$ cat config.mk
export PLATFORM = sky130hd
export DESIGN_NAME = range_stream_tx_flat
export DESIGN_NICKNAME = d
export VERILOG_FILES = /design/src/rtl/range_stream_if.sv /design/src/rtl/range_stream_tx.sv /design/src/flat_wrapper.sv
export SDC_FILE = /design/constraint.sdc
export NUM_CORES = 1
export LEC_CHECK = 0
export CAP_MARGIN = 20
export CELL_PAD_IN_SITES_DETAIL_PLACEMENT = 2
export CELL_PAD_IN_SITES_GLOBAL_PLACEMENT = 2
export CORE_MARGIN = 5
export CORE_UTILIZATION = 37
export DETAILED_ROUTE_END_ITERATION = 12
export PLACE_DENSITY_LB_ADDON = 0.05
export SLEW_MARGIN = 10
export SYNTH_ARGS = -nofsm -noshare
export SYNTH_HDL_FRONTEND = slang
export SYNTH_SLANG_ARGS = --single-unit
$ cat constraint.sdc
create_clock -name clock -period 3.2 [get_ports clock]
set_input_delay 0.32 -clock clock [delete_from_list [all_inputs] [get_ports clock]]
set_output_delay 0.32 -clock clock [all_outputs]
set_load 0.02 [all_outputs]
$ cat src/rtl/range_stream_if.sv
// ============================================================================
//  Module      : range_stream_if
//  Description : Host load/control bus and go/finish/data sample-stream bus
//                of the range-stream transmitter.
//  Revision    : 1.0 - initial release
// ============================================================================
`default_nettype none

interface range_stream_if #(
    parameter int WIDTH = 2,
    parameter int DEPTH = 8
);
    localparam int CW = $clog2(DEPTH + 1);

    logic             wr_en;
    logic [WIDTH-1:0] wr_data;
    logic             clear;
    logic             start;
    logic [CW-1:0]    count;
    logic             full;
    logic             busy;
    logic             done;
    logic             wr_err;
    logic             start_err;
    logic             go;
    logic             finish;
    logic [WIDTH-1:0] data_out;

    modport master (
        output wr_en, wr_data, clear, start,
        input  count, full, busy, done, wr_err, start_err, go, finish, data_out
    );

    modport slave (
        input  wr_en, wr_data, clear, start,
        output count, full, busy, done, wr_err, start_err, go, finish, data_out
    );
endinterface

`default_nettype wire

$ cat src/rtl/range_stream_tx.sv
// ============================================================================
//  Module      : range_stream_tx
//  Description : Buffers a burst of samples and replays it one per cycle as
//                go/finish/data_out to the range-finder receiver.
//  Revision    : 1.0 - initial release
// ============================================================================
`default_nettype none

module range_stream_tx #(
    parameter int WIDTH = 2,
    parameter int DEPTH = 8
) (
    input  wire logic       clock,
    input  wire logic       reset,
    range_stream_if.slave   bus
);
    localparam int CW  = $clog2(DEPTH + 1);
    localparam int PW  = (DEPTH > 1) ? $clog2(DEPTH) : 1;
    localparam int CW1 = CW + 1;

    typedef enum logic [1:0] {
        IDLE = 2'd0,
        SEND = 2'd1,
        HOLD = 2'd2
    } state_t;

    state_t           state_q, state_d;
    logic [CW-1:0]    count_q, count_d;
    logic [PW-1:0]    rd_ptr_q, rd_ptr_d;
    logic [WIDTH-1:0] buf_q [DEPTH];
    logic [WIDTH-1:0] buf_d [DEPTH];
    logic             full_q, full_d;
    logic             busy_q, busy_d;
    logic             done_q, done_d;
    logic             wr_err_q, wr_err_d;
    logic             start_err_q, start_err_d;
    logic             go_q, go_d;
    logic             finish_q, finish_d;
    logic [WIDTH-1:0] data_out_q, data_out_d;

    logic [CW1-1:0]   nxt_idx;
    logic             is_last;
    logic             is_pre_last;

    // rd_ptr_q is the index of the sample currently on data_out.
    assign nxt_idx     = CW1'(rd_ptr_q) + CW1'(1);
    assign is_last     = (nxt_idx == CW1'(count_q));
    assign is_pre_last = ((nxt_idx + CW1'(1)) == CW1'(count_q));

    always_comb begin
        state_d     = state_q;
        count_d     = count_q;
        rd_ptr_d    = rd_ptr_q;
        buf_d       = buf_q;
        busy_d      = busy_q;
        done_d      = 1'b0;
        wr_err_d    = 1'b0;
        start_err_d = 1'b0;
        go_d        = 1'b0;
        finish_d    = 1'b0;
        data_out_d  = '0;

        case (state_q)
            IDLE: begin
                if (bus.clear) begin
                    count_d = '0;
                end else if (bus.wr_en) begin
                    if (count_q == CW'(DEPTH)) begin
                        wr_err_d = 1'b1;
                    end else begin
                        buf_d[count_q[PW-1:0]] = bus.wr_data;
                        count_d                = count_q + CW'(1);
                    end
                end
                // count_d already includes a write accepted this cycle.
                if (bus.start) begin
                    if (count_d == '0) begin
                        start_err_d = 1'b1;
                    end else begin
                        state_d    = SEND;
                        busy_d     = 1'b1;
                        go_d       = 1'b1;
                        rd_ptr_d   = '0;
                        data_out_d = (count_q == '0) ? bus.wr_data : buf_q[0];
                    end
                end
            end

            SEND: begin
                wr_err_d = bus.wr_en;
                if (is_last) begin
                    if (count_q == CW'(1)) begin
                        // Single-sample burst: repeat it with finish so go and
                        // finish never share a cycle.
                        state_d    = HOLD;
                        finish_d   = 1'b1;
                        data_out_d = data_out_q;
                    end else begin
                        state_d = IDLE;
                        busy_d  = 1'b0;
                        done_d  = 1'b1;
                        count_d = '0;
                    end
                end else begin
                    rd_ptr_d   = rd_ptr_q + PW'(1);
                    data_out_d = buf_q[nxt_idx[PW-1:0]];
                    finish_d   = is_pre_last;
                end
            end

            HOLD: begin
                wr_err_d = bus.wr_en;
                state_d  = IDLE;
                busy_d   = 1'b0;
                done_d   = 1'b1;
                count_d  = '0;
            end

            default: begin
                state_d = IDLE;
                busy_d  = 1'b0;
            end
        endcase

        full_d = (count_d == CW'(DEPTH));
    end

    always_ff @(posedge clock or posedge reset) begin
        if (reset) begin
            state_q     <= IDLE;
            count_q     <= '0;
            rd_ptr_q    <= '0;
            full_q      <= 1'b0;
            busy_q      <= 1'b0;
            done_q      <= 1'b0;
            wr_err_q    <= 1'b0;
            start_err_q <= 1'b0;
            go_q        <= 1'b0;
            finish_q    <= 1'b0;
            data_out_q  <= '0;
        end else begin
            state_q     <= state_d;
            count_q     <= count_d;
            rd_ptr_q    <= rd_ptr_d;
            full_q      <= full_d;
            busy_q      <= busy_d;
            done_q      <= done_d;
            wr_err_q    <= wr_err_d;
            start_err_q <= start_err_d;
            go_q        <= go_d;
            finish_q    <= finish_d;
            data_out_q  <= data_out_d;
        end
    end

    // Sample storage carries no reset; its contents are meaningless until written.
    always_ff @(posedge clock) begin
        buf_q <= buf_d;
    end

    assign bus.count     = count_q;
    assign bus.full      = full_q;
    assign bus.busy      = busy_q;
    assign bus.done      = done_q;
    assign bus.wr_err    = wr_err_q;
    assign bus.start_err = start_err_q;
    assign bus.go        = go_q;
    assign bus.finish    = finish_q;
    assign bus.data_out  = data_out_q;
endmodule

`default_nettype wire

$ cat src/flat_wrapper.sv
// flat-port wrapper written by rule: the top's interface ports become plain ports
module range_stream_tx_flat 
#(
    parameter int WIDTH = 2,
    parameter int DEPTH = 8
)
  (clock, reset, bus_wr_en, bus_wr_data, bus_clear, bus_start, bus_count, bus_full, bus_busy, bus_done, bus_wr_err, bus_start_err, bus_go, bus_finish, bus_data_out);
  range_stream_if #(.WIDTH(WIDTH), .DEPTH(DEPTH)) bus_i ();
  input  wire logic clock;
  input  wire logic reset;
  input wire logic [$bits(bus_i.wr_en)-1:0] bus_wr_en;
  input wire logic [$bits(bus_i.wr_data)-1:0] bus_wr_data;
  input wire logic [$bits(bus_i.clear)-1:0] bus_clear;
  input wire logic [$bits(bus_i.start)-1:0] bus_start;
  output wire logic [$bits(bus_i.count)-1:0] bus_count;
  output wire logic [$bits(bus_i.full)-1:0] bus_full;
  output wire logic [$bits(bus_i.busy)-1:0] bus_busy;
  output wire logic [$bits(bus_i.done)-1:0] bus_done;
  output wire logic [$bits(bus_i.wr_err)-1:0] bus_wr_err;
  output wire logic [$bits(bus_i.start_err)-1:0] bus_start_err;
  output wire logic [$bits(bus_i.go)-1:0] bus_go;
  output wire logic [$bits(bus_i.finish)-1:0] bus_finish;
  output wire logic [$bits(bus_i.data_out)-1:0] bus_data_out;
  assign bus_i.wr_en = bus_wr_en;
  assign bus_i.wr_data = bus_wr_data;
  assign bus_i.clear = bus_clear;
  assign bus_i.start = bus_start;
  assign bus_count = bus_i.count;
  assign bus_full = bus_i.full;
  assign bus_busy = bus_i.busy;
  assign bus_done = bus_i.done;
  assign bus_wr_err = bus_i.wr_err;
  assign bus_start_err = bus_i.start_err;
  assign bus_go = bus_i.go;
  assign bus_finish = bus_i.finish;
  assign bus_data_out = bus_i.data_out;
  range_stream_tx #(.WIDTH(WIDTH), .DEPTH(DEPTH)) u_core (.clock(clock), .reset(reset), .bus(bus_i));
endmodule
==> flow_summary.yaml <==
finish:
  syn_to_final_growth_pct: 15.8
  fillCellCount: 585
  multiInputGateArea_sq_mm: 0.00107
  finalNetCount: 230
  n_antenna_cell: 0
  drive_gt1_share_pct: 12.6
  regArea_sq_um: 931
yosys:
  synthCells: 198
  yosysSeqAreaShare_pct: 44.0
  syn-num-nets: 214
  netlist_area_sq_mm: 0.00212
  ys_seq_elements: 34
  synth-async-reset-ratio_pct: 52.9
  synth_edf_count: 16
  synth.most_common_cell: "nor2_1"
  synth.area.top_cells: "edfxtp_1 (23%), dfrtp_1 (21%), ha_1 (5.3%)"
  yosysWarnings: 0
  yosysTopAreaCell: "edfxtp_1"
  synth_top_area_share_pct: 22.7
  avgSynthCellArea_sq_um: 10.7
  ys_dominant_reg_cell: "dfrtp_1"
  ys_types: 52
  synth_common_cells: "nor2_1 (19), dfrtp_1 (18), edfxtp_1 (16)"
setup_path:
  slowest_stage: "dfrtp_1"
  slowest_delay_ns: 0.63
  worstPathArrival_ns: 2.77
  crit_fanout: 15
  critPathRequiredTime_ns: 3.37
  worstSetupPathType: "flip-flop to flip-flop"
  crit_buf_inv: 1
  path_delay_family: "compound AO/OA/AOI/OAI gates"
  cp-end-kind: "flip-flop"
  crit_chain: "inv_1 -> ha_1 -> and2_1 -> o311a_1 -> a221oi_4 -> nor3_1 -> a211oi_1 -> nor2_1"
  critPathLaunchType: "flip-flop"
drt:
  drc: 0
  detailroute.wirelength.met2_microns: 2910
  wl_per_cell_microns: 19.8
  drtIter0Drc: 28
  dr_wl_met3_microns: 138
  dr.max_layer_used: "met4"
  antenna_left: 0
  dr.pass1.iters: 4
  vias: 1605
  wl_met1_microns: 2520
  drt_wl_total_microns: 5680
  routed_via_density: 5.59
sta:
  finalSetupTns_ns: 0
  holdWs_ns: 0.485
  skew_ns: 0.00919
  setup_viol: 0
  maxSlewHeadroom_pct: 48.7
  tightestPinTransition_ns: 0.769
  rsz0062_at_grt: "no"
  fmax_mhz: 384
  hold_violations: 0
  slew_violations: 0
  fin_crit_ns: 2.60
  finalCritPeriodShare_pct: 81.3
clocking:
  insertion_delay_ns: 0.29
  ctsHoldBuffers: 0
  post_cts_buffers: 0
  cts_tree: "yes"
  cts_sinks: 34
  cts-htree-levels: 2
  cts_made_buffers: 5
  cts-root-buf: "clkbuf_8"
  cts.clk_slew.worst_paths_ns: 0.08
  clock_path_buffers: 2
  cts.repair.resized: 0
floorplan:
  num_rows: 27
  core-area_sq_mm: 0.00554
  dieArea_sq_mm: 0.00733
  io_pins: 20
  die_y_microns: 85.6
  start_util_pct: 38.2
  die_w_microns: 85.6
global_route:
  first_global_vias: 1830
  antenna_found_initial: 0
  grt_max_degree: 23
  grt_overflow_total: 0
  grt_pass1_wl_microns: 9670
  grtUsageTotal_pct: 17.0
worst_hold_path:
  hp-class: "input pin to async pin"
power:
  vdd_ir_drop_max_v: 0.000322
  power_density_mw_per_mm2: 894
  p_leak_nw: 0.907
outcome:
  outcome: "completed"
placement:
  gp_congestion: 0.764
  dpl.hpwl_microns: 4370
  io_buffers: 19
run:
  drv_cap: 0
## cell type report
cell class | instances | share of cell area (%)
clock buffers | 6 | 2.96
clock inverters | 2 | 1.38
inverters | 11 | 1.69
multi-input cells | 140 | 43.6
flip-flops and latches | 34 | 38.0
well taps | 72 | 3.68
repair buffers | 22 | 8.68
## logic make-up after synthesis
logic type                 count (synthesis)  synth area share (%)
and+or+nand+nor                           68                  17.7
muxes                                     11                  7.75
adders and majority gates                  9                  5.32
xor gates and xnor gates                   7                  3.61
buffers and inverters                     24                  5.50
AOI/OAI and AO/OA                         45                  16.1
DFF                                       34                  44.0
## worst paths after layout
path                                startpoint                endpoint  slack (ns)  depth (start not counted)
hold / removal                           reset       u_core.bus.wr_err        0.49                          2
setup reg to reg           u_core.bus.count[0]  u_core.bus.data_out[0]        0.60                          8
setup / recovery           u_core.bus.count[0]  u_core.bus.data_out[0]        0.60                          8
min in group clock             u_core.bus.busy         u_core.bus.busy        0.53                          1
hold reg to reg                u_core.bus.busy         u_core.bus.busy        0.53                          1
max in group asynchronous                reset       u_core.state_q[1]        2.23                          2
## sequential cells by signal (all words and copies together), names as in the netlist
| register | cells |
|---|---|
| u_core.buf_q | 16 |
| u_core.bus.busy | 1 |
| u_core.bus.count | 4 |
| u_core.bus.data_out | 2 |
| u_core.bus.done | 1 |
| u_core.bus.finish | 1 |
| u_core.bus.full | 1 |
| u_core.bus.go | 1 |
| u_core.bus.start_err | 1 |
| u_core.bus.wr_err | 1 |
| u_core.rd_ptr_q | 3 |
| u_core.state_q | 2 |
## stage by stage
stage                     worst slack (ns)  std cells  area [sq um]  total power [W]  util (%)
after floorplan                      0.813        198          2120          0.00146         -
after global placement               0.686        279          2340          0.00177      42.3
after detailed placement             0.582        279          2340          0.00181      42.3
after CTS                            0.565        287          2450          0.00222      44.2
after global routing                 0.370        287          2450          0.00235      44.2
final                                0.598        287          2450          0.00219      44.2
## cell usage in the layout (no fill, tap or decap), types with 5 or more instances in the layout
cell,Yosys,routed
clkdlybuf4s50_1,0,19
nor2_1,19,19
nand2_1,9,9
inv_1,11,11
o21ai_0,5,5
nor3_1,10,10
o21ai_1,7,7
dfrtp_1,18,18
a21oi_1,7,7
and2_1,5,5
clkbuf_8,0,5
ha_1,9,9
edfxtp_1,16,16
## power breakdown
group          internal (W)  switching, W
clock network      0.000230      0.000163
registers          0.000537      0.000104
logic              0.000490      0.000667
## metal layers
metal,GRT usage (%),up-vias
li1,-,752
met5,0,-
met1,21.2,821
met4,6.19,0
met3,3.17,11
met2,29.4,21
Power figures use the tool's default switching activity.
==> patch 1: new RTL, same flow settings <==
Encoding of `state_t`: now one-hot (3 bits for 3 states).
--- a/src/rtl/range_stream_tx.sv
+++ b/src/rtl/range_stream_tx.sv
@@ -19,8 +19,8 @@
     localparam int CW1 = CW + 1;
 
-    typedef enum logic [1:0] {
-        IDLE = 2'd0,
-        SEND = 2'd1,
-        HOLD = 2'd2
+    typedef enum logic [2:0] {
+        IDLE = 3'b001,
+        SEND = 3'b010,
+        HOLD = 3'b100
     } state_t;
 
Behaviour: no difference found for any inputs over 10 cycles, from zero or initial values and one cycle with reset high; not proved beyond that.
==> patch 1 against the original RTL <==
  * Final area down 4.5%
  * Core utilization down 0.93 points
  * First-iteration DRC count rose to 2.7 times the old value
  * Synthesized area down 4.3%
  * Largest power group unchanged
  * Highest routed layer unchanged
  * Critical path depth down 1
  * Sequential cell count up 1
  * Worst setup slack worse by 0.13 ns
  * Total power down 0.69%
  * Routed wire length down 0.12%
  * Die area down 3.8%
==> patch 1: results (changes against the original RTL) <==
Worst Setup SP - u_core.rd_ptr_q[0]
post-synth cell types - 59 (+13%)
Reg-to-Reg End - u_core.rd_ptr_q[1]
Synth Net Count - 194 (-9.3%)
fill count - 567 (-3.1%)
Max Fclk - 367 MHz (-4.6%)
largest net degree at the start of global routing - 20 (-13%)
vias in the first global route - 1,626 (-11%)
Net Sw Frac - 45.6% (+3.0 points)
fraction of registers with async set/reset - 54.3% (+1.3 points)
wire per inst - 20.9 um (+5.8%)
Reg2Reg Depth - 7 (-1)
Post-DP HPWL - 4320 um (-1.2%)
slowest stage delay, CP - 0.67 ns (+0.04 ns)
Post-Synth Adder-Cell Area - 3.09% (-2.2 points)
All-Layer GR Usage - 17.1% (+0.044 points)
setup slack, reg-to-reg - 0.47 ns (-0.13 ns)
Slew @ Worst Pin - 0.766 ns (-0.00315 ns)
XOR/XNOR Fraction of Synth Area - 3.83% (+0.22 points)
yosys warns - 0 (unchanged)
Seq/Total Area, Yosys - 47.3% (+3.3 points)
worst vdd ir - 0.000304 V (-5.5%)
pre-CTS worst setup slack - 0.526 ns (-0.0568 ns)
most frequent cells after synthesis - nor2_1, dfrtp_1, edfxtp_1
Synth area leaders - edfxtp_1, dfrtp_1, mux4_2, a21oi_1, nor2_1
Fin Clk Skew - 0.00478 ns (-0.00441 ns)
Max FO, Critical Path - 13 (-2)
status - complete, no violations
Synth Area in Compound Gates - 16.4% (+0.29 points)
Cell Area, Placed - 2250 um^2 (-4.1%)
Placed Instances - 263 (-5.7%)
first-pass GRT wire length - 9330 um (-3.6%)
routability cong. - 0.777 (+1.8%)
syn_area_per_cell - 11.1 um^2 (+4.2%)
multiplexer area fraction after synthesis - 7.78% (+0.036 points)
P_leak - 0.000878 uW (-3.1%)
Layout Nets - 210 (-8.7%)
## patch 1: changes by cell type after synthesis, sizes merged, moves of 3 or more
cell    before  now
a211oi       4    0
a21oi        8   15
and2         5    2
ha           9    5
inv         11    6
nand2        9   13
nand3b       4    1
o21ai       12    6
xor2         1    4
## patch 1: routing by layer
layer / global-route usage [%] / vias to the layer above / wire [um]
li1: - / 696 / -
met1: 23.5 / 759 / 2640
met2: 27.5 / 34 / 2790
met3: 3.36 / 4 / 182
met4: 4.53 / 0 / 52
met5: 0 / - / 0
## patch 1: critical path, delay by kind of cell, from the launching register on
| kind | cells | cell delay, ns |
|---|---|---|
| AO/OA/AOI/OAI | 2 | 0.44 |
| multiplexers | 1 | 0.32 |
| AND/OR/NAND/NOR | 1 | 0.15 |
| buffers and inverters | 1 | 0.15 |
| adder cells (fa/ha/maj) | 1 | 0.46 |
| XOR/XNOR | 1 | 0.42 |
| flip-flops | 1 | 0.67 |
## patch 1: power by group through the flow
stage          logic [uW]  clock network (uW)  registers, uW
6_report             1100                 340            731
5_1_grt              1200                 375            751
4_1_cts              1110                 352            732
3_5_place_dp         1100                   0            742
3_3_place_gp         1060                   0            732
2_1_floorplan         796                   0            694
## patch 1: how the worst min path moves through the flow
stage	endpoint	slack, ns	cells after the start
finish	u_core.bus.busy	0.47	2
global placement	u_core.bus.busy	0.48	1
CTS	u_core.bus.finish	0.50	2
detailed placement	u_core.bus.busy	0.49	1
global route	u_core.bus.busy	0.54	1
floorplan	u_core.bus.busy	0.27	1
## patch 1: final cells by class
type                    count  area (um^2)  share of cell area, %
well taps                  72         90.1                   3.85
multi-input cells         129          972                   41.6
inverters                   6         22.5                  0.963
clock inverters             3         23.8                   1.02
repair buffers             21          205                   8.77
clock buffers               5         68.8                   2.94
flip-flops and latches     35          957                   40.9
==> patch 2: new RTL, config.mk and constraints unchanged <==
Without the edit above. `DEPTH` is set to 8 in 3 places; all go to 16.
--- a/src/rtl/range_stream_if.sv
+++ b/src/rtl/range_stream_if.sv
@@ -9,5 +9,5 @@
 interface range_stream_if #(
     parameter int WIDTH = 2,
-    parameter int DEPTH = 8
+    parameter int DEPTH = 16
 );
     localparam int CW = $clog2(DEPTH + 1);
--- a/src/rtl/range_stream_tx.sv
+++ b/src/rtl/range_stream_tx.sv
@@ -9,5 +9,5 @@
 module range_stream_tx #(
     parameter int WIDTH = 2,
-    parameter int DEPTH = 8
+    parameter int DEPTH = 16
 ) (
     input  wire logic       clock,
--- a/src/flat_wrapper.sv
+++ b/src/flat_wrapper.sv
@@ -3,5 +3,5 @@
 #(
     parameter int WIDTH = 2,
-    parameter int DEPTH = 8
+    parameter int DEPTH = 16
 )
   (clock, reset, bus_wr_en, bus_wr_data, bus_clear, bus_start, bus_count, bus_full, bus_busy, bus_done, bus_wr_err, bus_start_err, bus_go, bus_finish, bus_data_out);
Ports: changed (resized bus_count); port bits go from 20 to 21. No check against the original RTL was run, so the function may have changed too.
==> patch 2 against the original RTL <==
  * Synthesized area grew 38%
  * Final area grew 35%
  * Total power grew 7.5%
  * Synthesized cell count grew 28%
  * Sequential cell count grew 18
  * Non-clock buffer count grew 4
  * Global-route usage is essentially flat
  * Worst setup slack lost 0.095 ns
  * Worst hold slack lost 0.039 ns
  * Routed wire length grew 39%
  * Largest power group unchanged
==> patch 2: results (changes against the original RTL) <==
status - complete, no violations
Synth Net Count - 270 (+26%)
Final Hold Slack - 0.446 ns (-0.0389 ns)
first-pass GRT wire length - 12,900 um (+33%)
max FFs per register - 32 (+16)
Seq/Total Area, Yosys - 50.1% (+6.1 points)
M1 GR Usage - 24.2% (+2.9 points)
synthesized netlist cell count - 253 (+28%)
most frequent cells after synthesis - edfxtp_1, nor2_1, dfrtp_1, nand2_1
Synth Area in Compound Gates - 12.3% (-3.8 points)
Post-DP HPWL - 5950 um (+36%)
slowest stage delay, CP - 0.63 ns (about the same)
Layout Nets - 288 (+25%)
XOR/XNOR Fraction of Synth Area - 4.11% (+0.51 points)
antenna violations before repair - 0 (unchanged)
DR WL met3 - 112 um (-19%)
fraction of registers with async set/reset - 38.5% (-14 points)
share of layout cells above drive strength 1 - 13.2% (+0.68 points)
clock-pin slew on the worst setup and hold paths - 0.11 ns (+0.03 ns)
P_leak - 0.00121 uW (+34%)
pre-CTS worst setup slack - 0.512 ns (-0.0708 ns)
met3 Use GR - 2.34% (-0.83 points)
Max-slew headroom - 45.9% (-2.8 points)
All-Layer GR Usage - 17.0% (about the same)
post-synth cell types - 50 (-3.8%)
fill count - 817 (+40%)
Ant. Diodes - 0 (unchanged)
routability cong. - 0.790 (+3.5%)
kind of cell adding the most delay to the critical path - simple AND/OR/NAND/NOR gates
Max FO, Critical Path - 12 (-3)
vias in the first global route - 2,328 (+27%)
multiplexer area fraction after synthesis - 9.34% (+1.6 points)
crit path capture - u_core.buf_q[2]
Reg2Reg Depth - 6 (-2)
final worst slack - 0.503 ns (-0.0947 ns)
Cell Area, Placed - 3210 um^2 (+37%)
clk_lat worst skew - 0.32 ns (+0.03 ns)
DR iter-0 viols - 87 (+210%)
Critical-path top delay cell - dfrtp_1
WL met1 - 3970 um (+58%)
wire per inst - 21.2 um (+6.9%)
Net Sw Frac - 40.7% (-1.9 points)
I/O Buffers - 20 (+1)
drt total wl - 7910 um (+39%)
vias per cell - 5.34 (-4.6%)
Global Route met2 Usage - 27.7% (-1.6 points)
worst vdd ir - 0.000296 V (-8.2%)
Synth area leaders - edfxtp_1, dfrtp_1, mux4_2, ha_1, nor2_1
largest net degree at the start of global routing - 21 (-8.7%)
Post-synth top flop - edfxtp_1
Fin Clk Skew - 0.00947 ns (+0.000278 ns)
Post-synth EDFFs - 32 (+16)
Post-Synth Adder-Cell Area - 4.29% (-1.0 points)
Placed Instances - 366 (+31%)
-- patch 2: cell types whose count changed in the layout (fill, tap and decap cells not counted), moves of 4 or more --
cell      before  now
o21ai_0        5   12
nor2_1        19   29
mux4_2         4    8
nand2_1        9   20
o21ai_1        7    2
o221ai_1       0    4
edfxtp_1      16   32
nor3_1        10    5
-- patch 2: power by group through the flow --
stage	Clock, uW	Sequential [uW]	Combinational (uW)
after floorplan	0	881	738
after global placement	0	877	1070
after detailed placement	0	883	1070
after CTS	439	869	1080
after global routing	467	880	1180
final	424	866	1060
-- patch 2: cell type report --
class	instances	area, um^2	area share [%]
sequential	52	1460	44.2
multi-input combinational	174	1330	40.2
timing repair buffer	26	245	7.42
tap	102	128	3.86
clock buffer	5	68.8	2.08
inverter	12	45.0	1.36
clock inverter	3	28.8	0.871
-- patch 2: cell families after synthesis --
logic type / Yosys count
AOI/OAI and AO/OA: 46
buffers and inverters: 27
xor gates and xnor gates: 12
and+or+nand+nor: 89
DFF: 52
muxes: 17
adders and majority gates: 10
